==> src/rtl/mca_pkg.sv <==
// Shared types and constants for the slice-serial adder controller.
// The optional subtract mode is enabled by defining MCA_SUB_EN.
package mca_pkg;

    typedef enum logic [1:0] {
        IDLE = 2'd0,
        RUN  = 2'd1,
        DONE = 2'd2
    } mca_state_e;

    localparam int unsigned MCA_WIDTH = 64;
    localparam int unsigned MCA_SLICE = 16;

    // Width of the slice index counter; never narrower than one bit.
    function automatic int unsigned mca_idx_w(input int unsigned n);
        return (n <= 2) ? 1 : $clog2(n);
    endfunction

endpackage

==> src/rtl/mca_slice_add.sv <==
// Combinational SLICE-bit adder slice, time-shared by the controller.
// Also reports the carry into its MSB so the caller can form signed overflow.
module mca_slice_add #(
    parameter int unsigned SLICE = 16
) (
    input  logic [SLICE-1:0] a,
    input  logic [SLICE-1:0] b,
    input  logic             ci,
    output logic [SLICE-1:0] s,
    output logic             co,
    output logic             c_msb_in
);

    logic [SLICE:0] sum_w;

    always_comb begin
        sum_w    = {1'b0, a} + {1'b0, b} + {{SLICE{1'b0}}, ci};
        s        = sum_w[SLICE-1:0];
        co       = sum_w[SLICE];
        // Sum bit = a ^ b ^ carry-in, so the carry into the MSB falls out directly.
        c_msb_in = a[SLICE-1] ^ b[SLICE-1] ^ sum_w[SLICE-1];
    end

endmodule

==> src/rtl/multicycle_add_ctrl.sv <==
// Multi-cycle WIDTH-bit adder: one SLICE-wide slice per clock through a single
// shared slice adder. Define MCA_SUB_EN to add the sub port (s = a - b).
module multicycle_add_ctrl
    import mca_pkg::*;
#(
    parameter int unsigned WIDTH = MCA_WIDTH,
    parameter int unsigned SLICE = MCA_SLICE
) (
    input  logic             clk,
    input  logic             rst,
    input  logic             start,
    input  logic [WIDTH-1:0] a,
    input  logic [WIDTH-1:0] b,
    input  logic             cin,
`ifdef MCA_SUB_EN
    input  logic             sub,
`endif
    output logic             busy,
    output logic             done,
    output logic [WIDTH-1:0] s,
    output logic             cout,
    output logic             ovf
);

    localparam int unsigned N  = WIDTH / SLICE;
    localparam int unsigned KW = mca_idx_w(N);
    localparam logic [KW-1:0] K_LAST = KW'(N - 1);

    mca_state_e       state_q, state_d;
    logic [WIDTH-1:0] opa_q, opa_d;
    logic [WIDTH-1:0] opb_q, opb_d;
    logic             cin_q, cin_d;
    logic             carry_q, carry_d;
    logic [KW-1:0]    k_q, k_d;
    logic [WIDTH-1:0] s_q, s_d;
    logic             cout_q, cout_d;
    logic             ovf_q, ovf_d;
    logic             busy_q, busy_d;
    logic             done_q, done_d;

    logic [SLICE-1:0] sl_s;
    logic             sl_ci;
    logic             sl_co;
    logic             sl_c_msb;
    logic [WIDTH-1:0] b_eff;
    logic             cin_eff;

    // Operands shift right each step, so the active slice is always the low SLICE bits.
    mca_slice_add #(.SLICE(SLICE)) u_slice (
        .a        (opa_q[SLICE-1:0]),
        .b        (opb_q[SLICE-1:0]),
        .ci       (sl_ci),
        .s        (sl_s),
        .co       (sl_co),
        .c_msb_in (sl_c_msb)
    );

    always_comb begin
`ifdef MCA_SUB_EN
        b_eff   = sub ? ~b : b;
        cin_eff = sub ? 1'b1 : cin;
`else
        b_eff   = b;
        cin_eff = cin;
`endif
    end

    always_comb begin
        state_d = state_q;
        opa_d   = opa_q;
        opb_d   = opb_q;
        cin_d   = cin_q;
        carry_d = carry_q;
        k_d     = k_q;
        s_d     = s_q;
        cout_d  = cout_q;
        ovf_d   = ovf_q;
        busy_d  = busy_q;
        done_d  = 1'b0;
        sl_ci   = (k_q == '0) ? cin_q : carry_q;

        case (state_q)
            IDLE: begin
                if (start) begin
                    state_d = RUN;
                    opa_d   = a;
                    opb_d   = b_eff;
                    cin_d   = cin_eff;
                    k_d     = '0;
                    busy_d  = 1'b1;
                end
            end
            RUN: begin
                // Results enter at the top and land in their slice after N shifts.
                s_d     = {sl_s, s_q[WIDTH-1:SLICE]};
                opa_d   = opa_q >> SLICE;
                opb_d   = opb_q >> SLICE;
                carry_d = sl_co;
                k_d     = k_q + KW'(1);
                if (k_q == K_LAST) begin
                    state_d = DONE;
                    busy_d  = 1'b0;
                    done_d  = 1'b1;
                    cout_d  = sl_co;
                    ovf_d   = sl_c_msb ^ sl_co;
                end
            end
            DONE: begin
                state_d = IDLE;
            end
            default: begin
                state_d = IDLE;
                busy_d  = 1'b0;
            end
        endcase
    end

    always_ff @(posedge clk) begin
        if (rst) begin
            state_q <= IDLE;
            opa_q   <= '0;
            opb_q   <= '0;
            cin_q   <= 1'b0;
            carry_q <= 1'b0;
            k_q     <= '0;
            s_q     <= '0;
            cout_q  <= 1'b0;
            ovf_q   <= 1'b0;
            busy_q  <= 1'b0;
            done_q  <= 1'b0;
        end else begin
            state_q <= state_d;
            opa_q   <= opa_d;
            opb_q   <= opb_d;
            cin_q   <= cin_d;
            carry_q <= carry_d;
            k_q     <= k_d;
            s_q     <= s_d;
            cout_q  <= cout_d;
            ovf_q   <= ovf_d;
            busy_q  <= busy_d;
            done_q  <= done_d;
        end
    end

    assign busy = busy_q;
    assign done = done_q;
    assign s    = s_q;
    assign cout = cout_q;
    assign ovf  = ovf_q;

endmodule

==> config.mk <==
export PLATFORM = sky130hd
export DESIGN_NAME = multicycle_add_ctrl
export DESIGN_NICKNAME = d
export VERILOG_FILES = /design/src/rtl/mca_pkg.sv /design/src/rtl/mca_slice_add.sv /design/src/rtl/multicycle_add_ctrl.sv
export SDC_FILE = /design/constraint.sdc
export NUM_CORES = 1
export LEC_CHECK = 0
export BUFFER_PORTS_ARGS = -buffer_cell sky130_fd_sc_hd__buf_2
export CORE_ASPECT_RATIO = 1.4
export CORE_MARGIN = 4
export CORE_UTILIZATION = 40
export CTS_CLUSTER_DIAMETER = 50
export DETAILED_ROUTE_END_ITERATION = 10
export GPL_TIMING_DRIVEN = 0
export HOLD_SLACK_MARGIN = 0.05
export MAX_ROUTING_LAYER = met4
export PLACE_DENSITY = 0.72
export SLEW_MARGIN = 5
export SYNTH_ARGS = -nofsm -noshare
export SYNTH_HDL_FRONTEND = slang
export SYNTH_HIERARCHICAL = 1
export SYNTH_SLANG_ARGS = --single-unit
export TNS_END_PERCENT = 50
==> constraint.sdc <==
create_clock -name clk -period 9.01 [get_ports clk]
set_input_delay 0.901 -clock clk [delete_from_list [all_inputs] [get_ports clk]]
set_output_delay 0.901 -clock clk [all_outputs]
set_load 0.01 [all_outputs]
==> impl_metrics.ini <==
[cells_and_area]
drive_gt1_share_pct = 29.3
syn_to_final_growth_pct = 24.1
num-nets-final = 1183
fill_cells = 1898

[clocking]
cts_sinks = 202
h-tree-depth = 1
cts.clk_slew.worst_paths_ns = 0.06
post_cts_buffers = 0
clk_latency_ns = 0.50
hold_buffers = 0
cts_tree = built
cts_resized = 0
root_buffer = clkbuf_16
cts_buffers = 21
clock_path_buffers = 3

[critical_path]
cp.arrival_ns = 3.80
cp_top_family = compound AO/OA/AOI/OAI gates
slowest_stage = fa_1
worstPathCellList = inv_1, ha_1, mux2_2, fa_1, fa_1, a21oi_1, o221ai_2, nand3_2, o311ai_4, o31ai_4, o21ai_1, xnor2_1, a311oi_1
slowest_delay_ns = 0.41
critical_path_class = flip-flop to flip-flop
cp_common_cell = fa_1
critical_path_buf_inv_count = 1
cp_data_required_time_ns = 9.43
start_kind = flip-flop
cp_max_fo = 3
end_kind = flip-flop

[hold_path]
hp-class = flip-flop to flip-flop

[floorplan]
ios = 200
die_h_um = 179
start_util_pct = 40.8
fp-row-count = 62
core_um2 = 20600
die_w_um = 130
floorplan.die_area_um2 = 23400

[placed_design]
routabilityCongestion = 0.847
portBuffers = 199
place_ws_ns = 5.65
dp_hpwl_mm = 16.9

[route]
drtIter0Drc = 283
routed_wl_mm = 21.7
drc = 0
ant_nets = 0
drtPass1Iterations = 4
viasPerCell = 5.06
vias = 6611
wl_per_cell_um = 16.6

[synth]
synth-seq-area-share_pct = 48.3
syn_area_per_cell_um2 = 10.3
synthCells = 810
synth-async-reset-ratio_pct = 0
synth_area_leader_cell = dfxtp_1
syn_area_um2 = 8380
synthFlopType = dfxtp_1
synth_cell_type_count = 48
synth_nets = 961
ys_seq_elements = 202
synth-edff-count = 0
netlist.area_leader.share_pct = 48.3
yosys_warnings = 6
synth.area.top_cells = dfxtp_1 48%, mux2i_1 11%, o2bb2ai_1 8.9%

[sta]
hold_slack_ns = 0.450
hold_violations = 0
report.final.slew_viol_count = 0
tightest_slew_ns = 0.517
finalCritPeriodShare_pct = 37.6
setup_tns_ns = 0
layout_setup_ws_ns = 5.62
period_needed_ns = 3.39
relSlewSlack_pct = 65.2
timing.fmax_mhz = 295
setup_viol = 0
fin_worst_skew_ns = 0.0182
rsz0062_at_grt = false

[global_route]
grt_antenna_before_repair = 4
grt_pass1_wl_mm = 34.0
grt_use_total_pct = 18.7
overflow = 0
grt_max_degree = 15
grt_pass1_vias = 6718

[run]
max_cap_viol_count = 0

[power_and_ir_drop]
powerDensity_nw_per_um2 = 204
p_leak_nw = 4.38
vdd_drop_max_v = 0.000164

[run_status]
status = complete, no violations
[layout make-up]
class	instances	area (um2)	area share, %
diodes	4	10.0	0.0962
flip-flops and latches	202	4040	38.9
well taps	256	320	3.08
clock buffers	28	592	5.69
plain buffers	62	374	3.60
clock inverters	9	103	0.987
inverters	8	30.0	0.289
repair buffers	199	996	9.58
multi-input cells	538	3930	37.8
[per-stage QoR]
| stage | power, mW | cell area, um2 | util [%] | cells |
|---|---|---|---|---|
| floorplan | 1.17 | 8380 | - | 810 |
| global placement | 1.26 | 9700 | 47.2 | 1265 |
| detailed placement | 1.27 | 9700 | 47.2 | 1265 |
| CTS | 2.14 | 10400 | 50.5 | 1302 |
| global route | 2.21 | 10400 | 50.6 | 1306 |
| finish | 2.12 | 10400 | 50.6 | 1306 |
[cells in the mapped netlist, drive strengths merged (2+ instances only)]
cell type and n:
nand2 142, nand2b 3, nor3 5, a21oi 81, xor2 5, xnor2 9, fa 2, mux2 2
nand3 6, inv 8, clkbuf 15, o2bb2ai 96, o21ai 9, dfxtp 202, buf 47, a21boi 2
nor2 7, mux2i 96, a22o 33, ha 17, nor2b 4, a31oi 2, a2111oi 2, o221ai 2
[registers in the layout, indices dropped and copies added (netlist names), 2 cells and up]
register,cells
opa_q,64
s,64
opb_q,64
state_q,2
k_q,2
[path summary, 6_finish.rpt]
| kind | cells past startpoint | slack [ns] | from | endpoint |
|---|---|---|---|---|
| min | 2 | 0.45 | s[0] | s[0] |
| max | 13 | 5.62 | k_q[0] | ovf |
| min reg2reg | 2 | 0.45 | s[0] | s[0] |
| max reg2reg | 13 | 5.62 | k_q[0] | ovf |
[layer usage]
layer	vias up	wire length, um	GRT usage (%)
li1	3378	-	-
met1	3025	8840	21.7
met2	176	11100	32.9
met3	32	1270	3.40
met4	0	491	5.42
met5	-	0	-
[tightest hold or removal path, cell delays in order (launching register included)]
cell and delay, ns:
dfxtp_1 0.30, nand2_1 0.05, a21oi_1 0.05
[cell families after synthesis]
family	synth area share, %
buf+inv	4.82
fa+ha+maj	3.02
mux	11.7
simple gates	8.77
xor+xnor	1.46
flops	48.3
compound gates	21.9
[power breakdown]
group / internal [mW] / switching (mW)
clock: 0.520 / 0.351
combinational: 0.119 / 0.148
sequential: 0.945 / 0.0342
[cell usage in the layout (no fill, tap or decap), drive strengths merged, types with 7 or more instances in the layout]
cell type / instances
a21oi: 81
a22o: 33
buf: 246
clkbuf: 43
dfxtp: 202
ha: 17
inv: 10
mux2i: 96
nand2: 142
nor2: 7
o21ai: 9
o2bb2ai: 96
xnor2: 9
No activity file was read; power rests on OpenSTA's default activity.
